==> src/rtl/pipe_scoreboard_if.sv <==
// Issue/hazard bundle between the ID stage and the pipeline scoreboard.
// The master side issues instructions; the slave side returns stall and forwarding info.
interface pipe_scoreboard_if #(
  parameter int AW = 5,
  parameter int SW = 3
);
  logic          issue_valid;
  logic [AW-1:0] issue_rs;
  logic [AW-1:0] issue_rt;
  logic          issue_use_rs;
  logic          issue_use_rt;
  logic [AW-1:0] issue_rd;
  logic          issue_we;
  logic          issue_is_load;
  logic          flush;
  logic          hold_ext;
  logic          stall;
  logic [SW-1:0] fwd_a;
  logic [SW-1:0] fwd_b;
  logic [SW-1:0] inflight_cnt;
  logic          busy;

  modport master (
    output issue_valid, issue_rs, issue_rt, issue_use_rs, issue_use_rt,
           issue_rd, issue_we, issue_is_load, flush, hold_ext,
    input  stall, fwd_a, fwd_b, inflight_cnt, busy
  );

  modport slave (
    input  issue_valid, issue_rs, issue_rt, issue_use_rs, issue_use_rt,
           issue_rd, issue_we, issue_is_load, flush, hold_ext,
    output stall, fwd_a, fwd_b, inflight_cnt, busy
  );
endinterface

==> src/rtl/pipe_scoreboard.sv <==
// In-order pipeline scoreboard: tracks destination registers per stage, detects
// load-use hazards and registers the forwarding source stage for each operand.
module pipe_scoreboard #(
  parameter int DEPTH      = 4,
  parameter int AW         = 5,
  parameter int LOAD_STAGE = 2
) (
  input logic            clock,
  input logic            reset,
  pipe_scoreboard_if.slave sb
);
  localparam int SW = $clog2(DEPTH + 1);

  // Bit index i holds stage i+1 (index 0 = EX).
  logic [DEPTH-1:0]         valid_q, valid_d;
  logic [DEPTH-1:0]         we_q, we_d;
  logic [DEPTH-1:0]         load_q, load_d;
  logic [DEPTH-1:0][AW-1:0] rd_q, rd_d;
  logic [SW-1:0]            fwd_a_q, fwd_a_d;
  logic [SW-1:0]            fwd_b_q, fwd_b_d;
  logic [SW-1:0]            cnt_q, cnt_d;

  logic [SW-1:0] prod_a_s, prod_b_s;
  logic          load_a_s, load_b_s;
  logic          hazard_s, accept_s, wr_s;

  // Returns {is_load, stage} of the youngest writer of src; stage 0 means none.
  function automatic logic [SW:0] find_producer(
    input logic [AW-1:0]            src,
    input logic [DEPTH-1:0]         vld,
    input logic [DEPTH-1:0]         we,
    input logic [DEPTH-1:0]         ld,
    input logic [DEPTH-1:0][AW-1:0] rd
  );
    logic [SW:0] res;
    res = '0;
    for (int k = DEPTH; k >= 1; k--) begin
      if ((src != {AW{1'b0}}) && vld[k-1] && we[k-1] && (rd[k-1] == src)) begin
        res = {ld[k-1], SW'(k)};
      end else begin
        res = res;
      end
    end
    return res;
  endfunction

  function automatic logic [SW-1:0] count_ones(input logic [DEPTH-1:0] v);
    logic [SW-1:0] c;
    c = '0;
    for (int i = 0; i < DEPTH; i++) begin
      c = c + {{(SW-1){1'b0}}, v[i]};
    end
    return c;
  endfunction

  // Producer lookup and hazard detection for the instruction sitting in ID.
  always_comb begin
    {load_a_s, prod_a_s} = find_producer(sb.issue_rs, valid_q, we_q, load_q, rd_q);
    {load_b_s, prod_b_s} = find_producer(sb.issue_rt, valid_q, we_q, load_q, rd_q);
    hazard_s = (sb.issue_use_rs & load_a_s & (prod_a_s < SW'(LOAD_STAGE))) |
               (sb.issue_use_rt & load_b_s & (prod_b_s < SW'(LOAD_STAGE)));
    accept_s = sb.issue_valid & ~hazard_s & ~sb.flush;
    wr_s     = accept_s & sb.issue_we & (sb.issue_rd != {AW{1'b0}});
  end

  // Next-state: freeze on hold_ext, otherwise shift and insert issue or bubble.
  always_comb begin
    valid_d = valid_q;
    we_d    = we_q;
    load_d  = load_q;
    rd_d    = rd_q;
    fwd_a_d = fwd_a_q;
    fwd_b_d = fwd_b_q;
    if (sb.hold_ext) begin
      valid_d = valid_q;
    end else begin
      valid_d = {valid_q[DEPTH-2:0], accept_s};
      we_d    = {we_q[DEPTH-2:0], wr_s};
      load_d  = {load_q[DEPTH-2:0], accept_s & sb.issue_is_load};
      rd_d    = {rd_q[DEPTH-2:0], sb.issue_rd};
      if (accept_s && sb.issue_use_rs && (prod_a_s != '0) && (prod_a_s < SW'(DEPTH))) begin
        fwd_a_d = prod_a_s + {{(SW-1){1'b0}}, 1'b1};
      end else begin
        fwd_a_d = '0;
      end
      if (accept_s && sb.issue_use_rt && (prod_b_s != '0) && (prod_b_s < SW'(DEPTH))) begin
        fwd_b_d = prod_b_s + {{(SW-1){1'b0}}, 1'b1};
      end else begin
        fwd_b_d = '0;
      end
    end
    cnt_d = count_ones(valid_d & we_d);
  end

  // Stage entries, forwarding selects and in-flight count.
  always_ff @(posedge clock or negedge reset) begin
    if (!reset) begin
      valid_q <= '0;
      we_q    <= '0;
      load_q  <= '0;
      rd_q    <= '0;
      fwd_a_q <= '0;
      fwd_b_q <= '0;
      cnt_q   <= '0;
    end else begin
      valid_q <= valid_d;
      we_q    <= we_d;
      load_q  <= load_d;
      rd_q    <= rd_d;
      fwd_a_q <= fwd_a_d;
      fwd_b_q <= fwd_b_d;
      cnt_q   <= cnt_d;
    end
  end

  assign sb.stall        = (sb.issue_valid & hazard_s) | sb.hold_ext;
  assign sb.fwd_a        = fwd_a_q;
  assign sb.fwd_b        = fwd_b_q;
  assign sb.inflight_cnt = cnt_q;
  assign sb.busy         = (cnt_q != '0);
endmodule

==> src/flat_wrapper.sv <==
// flat-port wrapper written by rule: the top's interface ports become plain ports
module pipe_scoreboard_flat 
#(
  parameter int DEPTH      = 4,
  parameter int AW         = 5,
  parameter int LOAD_STAGE = 2
)
  (clock, reset, sb_issue_valid, sb_issue_rs, sb_issue_rt, sb_issue_use_rs, sb_issue_use_rt, sb_issue_rd, sb_issue_we, sb_issue_is_load, sb_flush, sb_hold_ext, sb_stall, sb_fwd_a, sb_fwd_b, sb_inflight_cnt, sb_busy);
  pipe_scoreboard_if #(.AW(AW), .SW(($clog2(DEPTH + 1)))) sb_i ();
  input logic clock;
  input logic reset;
  input wire logic [$bits(sb_i.issue_valid)-1:0] sb_issue_valid;
  input wire logic [$bits(sb_i.issue_rs)-1:0] sb_issue_rs;
  input wire logic [$bits(sb_i.issue_rt)-1:0] sb_issue_rt;
  input wire logic [$bits(sb_i.issue_use_rs)-1:0] sb_issue_use_rs;
  input wire logic [$bits(sb_i.issue_use_rt)-1:0] sb_issue_use_rt;
  input wire logic [$bits(sb_i.issue_rd)-1:0] sb_issue_rd;
  input wire logic [$bits(sb_i.issue_we)-1:0] sb_issue_we;
  input wire logic [$bits(sb_i.issue_is_load)-1:0] sb_issue_is_load;
  input wire logic [$bits(sb_i.flush)-1:0] sb_flush;
  input wire logic [$bits(sb_i.hold_ext)-1:0] sb_hold_ext;
  output wire logic [$bits(sb_i.stall)-1:0] sb_stall;
  output wire logic [$bits(sb_i.fwd_a)-1:0] sb_fwd_a;
  output wire logic [$bits(sb_i.fwd_b)-1:0] sb_fwd_b;
  output wire logic [$bits(sb_i.inflight_cnt)-1:0] sb_inflight_cnt;
  output wire logic [$bits(sb_i.busy)-1:0] sb_busy;
  assign sb_i.issue_valid = sb_issue_valid;
  assign sb_i.issue_rs = sb_issue_rs;
  assign sb_i.issue_rt = sb_issue_rt;
  assign sb_i.issue_use_rs = sb_issue_use_rs;
  assign sb_i.issue_use_rt = sb_issue_use_rt;
  assign sb_i.issue_rd = sb_issue_rd;
  assign sb_i.issue_we = sb_issue_we;
  assign sb_i.issue_is_load = sb_issue_is_load;
  assign sb_i.flush = sb_flush;
  assign sb_i.hold_ext = sb_hold_ext;
  assign sb_stall = sb_i.stall;
  assign sb_fwd_a = sb_i.fwd_a;
  assign sb_fwd_b = sb_i.fwd_b;
  assign sb_inflight_cnt = sb_i.inflight_cnt;
  assign sb_busy = sb_i.busy;
  pipe_scoreboard #(.DEPTH(DEPTH), .AW(AW), .LOAD_STAGE(LOAD_STAGE)) u_core (.clock(clock), .reset(reset), .sb(sb_i));
endmodule
==> config.mk <==
export PLATFORM = sky130hd
export DESIGN_NAME = pipe_scoreboard_flat
export DESIGN_NICKNAME = d
export VERILOG_FILES = /design/src/rtl/pipe_scoreboard_if.sv /design/src/rtl/pipe_scoreboard.sv /design/src/flat_wrapper.sv
export SDC_FILE = /design/constraint.sdc
export NUM_CORES = 1
export LEC_CHECK = 0
export ABC_AREA = 1
export CAP_MARGIN = 25
export CORE_MARGIN = 4
export CORE_UTILIZATION = 53
export CTS_BUF_LIST = sky130_fd_sc_hd__clkbuf_8
export DETAILED_ROUTE_END_ITERATION = 6
export PLACE_DENSITY = 0.88
export SYNTH_ARGS = -nofsm -noshare
export SYNTH_HDL_FRONTEND = slang
export SYNTH_SLANG_ARGS = --single-unit
==> constraint.sdc <==
create_clock -name clock -period 3.05 [get_ports clock]
set_input_delay 0.4575 -clock clock [delete_from_list [all_inputs] [get_ports clock]]
set_output_delay 0.4575 -clock clock [all_outputs]
set_load 0.05 [all_outputs]
==> metrics <==
top cells by area, synth=dfrtp_1 36%, nand2_1 24%, inv_1 7.1%, nor2_1 6.1%, o21ai_0 5.5%; ys async rst share=1.00; Crit Path Class=in2reg; final worst-path cycle share=0.939; Final Slew Violations=0; CTS Root Cell=clkbuf_8; worst-margin pin slew=about 0.91 ns; Sink Count=41; gpl congestion=0.999; antenna violations before repair=0; Slowest-stage cell, CP=fa_1; worst vdd ir=approximately 0.00033 V; leakage=1.98 nW; top cells by count, synth=182 x nand2_1, 54 x inv_1, 46 x nor2_1; final worst slack=around 0.19 ns; reg2reg path depth=20; TritonRoute pass-1 iters=5; Multi-input gate area=roughly 1500 sq um; layout cells sized above 1=0.134; Req. time, crit path=between 3 and 4 ns; Iteration-0 DRC Markers=around 280; CTS buffer count=5; status=finished clean; Fillers=475; worst hold path class=in2async; Net Sw Frac=0.347; Worst EP arrival=roughly 3.0 ns; Fin Hold WS=0.291 ns; CTS tree=done; clk_lat worst skew=approximately 0.29 ns; Design Power=around 1.4 mW; Gate power share=0.283; crit start category=input port; Worst slew margin=0.390; Psw=~490 uW; total track usage=0.271; Unique masters post-synth=31; PortBufs=34; maximum clock rate=approximately 350 MHz; vias per inst=about 5; io pins=35; max-cap violations=0; critical path capture point type=flop; Routed Antenna Nets=0; Die Area=between 6000 and 7000 sq um; count of final hold-check violations=0; Initial Util=0.553; Post-DP HPWL=6560 um; top-count cell post-synth=nand2_1; Post-Syn Area=approximately 2800 sq um; Post-synth EDFFs=0; Die H=81.2 um; slowest stage delay, CP=0.40 ns; Clk pwr share=0.260; first-pass GRT wire length=roughly 14000 um; vias in the first global route=a little under 3000; CP Max Fanout=4; post-synthesis instance total=445; CP cell instances=dlygate4sd2_1 -> buf_4 -> nor2_2 -> nand3_2 -> inv_2 -> nor2_1 -> nand2_1 -> nand2_1 -> nand2_2 -> nand2_1 -> nor2_1 -> nand2_2 -> nand4_1 -> nand2_1 -> nand2_1 -> inv_1 -> ha_1 -> inv_1 -> fa_1 -> inv_1 -> ha_1; Util after Layout=0.693; Core Area=5140 sq um; Max clock buf depth=2; final net count=538; power density cells=399 nW/um^2; Yosys Warn Count=0; Internal=roughly 930 uW; Post-route DRC=0; WL/cell=between 10 and 15 um; Setup-failing EPs final=0; cts hold-fix bufs=0; share of the synthesized area in the top cell type=0.361; synthesized area per cell=~6.4 sq um; top_reg_cell synth=dfrtp_1; syn_nets=about 480; sequential fraction of the synthesis area=0.361; Clock Pin Slew Worst Setup and Hold Paths=0.08 ns; unrepaired setup endpoints after global routing=false; n_diodes=0; cell row count=26; gr ovfl total=0; part of the power in registers=0.457; overall routed net length=between 8000 and 9000 um; DIE WIDTH=between 80 and 90 um; via count=around 2900; Syn-to-layout area delta=25.3%; post-route minimum period=about 2.9 ns; pre-CTS WS=-0.369 ns; storage element area=1030 sq um; synthesized flop and latch total=41; most frequent CP cell=nand2_1; largest net degree at the start of global routing=42; Worst Clk Skew=0.00768 ns; Yosys top cell by area=dfrtp_1; FF-to-FF setup slack=between 0.2 and 0.3 ns; htree depth=2
==> sequential cells by signal, indices dropped and copies added, names as in the netlist <==
name,count
u_core.load_q,4
u_core.rd_q,20
u_core.valid_q,4
u_core.sb.fwd_a,3
u_core.we_q,4
u_core.sb.fwd_b,3
u_core.sb.inflight_cnt,3
==> power by group through the flow <==
stage / Clock, mW / Combinational [mW] / Sequential, mW
CTS: 0.376 / 0.399 / 0.646
global placement: 0 / 0.393 / 0.656
detailed placement: 0 / 0.399 / 0.657
floorplan: 0 / 0.231 / 0.656
global route: 0.404 / 0.450 / 0.657
finish: 0.369 / 0.402 / 0.649
==> stage by stage <==
stage	area, sq um	std cells	setup TNS, ns
floorplan	2840	445	0
global placement	3460	570	-0.676
detailed placement	3460	570	-0.819
CTS	3540	577	0
global route	3560	577	0
finish	3560	577	0
==> cell families (layout without fill, tap and decap cells) <==
logic type | count (synthesis) | count (layout) | share of synthesized area
XOR/XNOR | 8 | 8 | 0.0247
buffers and inverters | 72 | 134 | 0.0995
adder cells (fa/ha/maj) | 7 | 7 | 0.0335
flip-flops | 41 | 41 | 0.361
AND/OR/NAND/NOR | 275 | 275 | 0.404
AO/OA/AOI/OAI | 42 | 42 | 0.0771
==> cell usage in the layout (no fill, tap or decap), drive strengths merged <==
cell type	count
nand2	187
inv	62
nor2	50
dfrtp	41
buf	33
o21ai	32
nand3	26
clkdlybuf4s50	22
a21oi	8
xnor2	7
clkbuf	7
ha	6
nand3b	6
dlygate4sd2	5
dlymetal6s2s	4
and2	2
o211ai	1
xor2	1
nor3	1
o31ai	1
nand4	1
or3	1
nor3b	1
fa	1
clkinvlp	1
==> path summary, 6_finish.rpt <==
path,to,from
min reg2reg,u_core.sb.fwd_a[1]$_DFFE_PN0N_,u_core.sb.fwd_a[1]$_DFFE_PN0N_
max in group asynchronous,u_core.rd_q[7]$_DFFE_PN0N_,reset
min in group clock,u_core.sb.fwd_a[1]$_DFFE_PN0N_,u_core.sb.fwd_a[1]$_DFFE_PN0N_
max,u_core.sb.inflight_cnt[1]$_DFF_PN0_,sb_issue_rs[3]
max reg2reg,u_core.sb.inflight_cnt[1]$_DFF_PN0_,u_core.rd_q[9]$_DFFE_PN0N_
min,u_core.rd_q[16]$_DFFE_PN0N_,reset
==> layer usage <==
layer  global-route usage  part of all wire
met1                0.363              0.46
met2                0.447              0.46
met3               0.0532             0.056
met4               0.0726             0.018
met5                    0                 0
==> critical path: cells and delay by family <==
kind	cells	cell delay (ns)
adders and majority gates	3	0.87
and+or+nand+nor	12	1.01
buffers and inverters	6	0.70
==> timing repair <==
action                                  CTS  global route
pin swaps                                 0             1
setup buffers                             0             0
resized for setup                         7            12
endpoints found under the setup margin    1             4
==> final cells by class <==
type / count / share of cell area
clock buffer: 6 / 0.0232
clock inverter: 1 / 0.00211
inverter: 62 / 0.0654
multi-input combinational: 332 / 0.434
sequential: 41 / 0.288
tap: 70 / 0.0246
timing repair buffer: 65 / 0.162
Power figures use the tool's default switching activity.
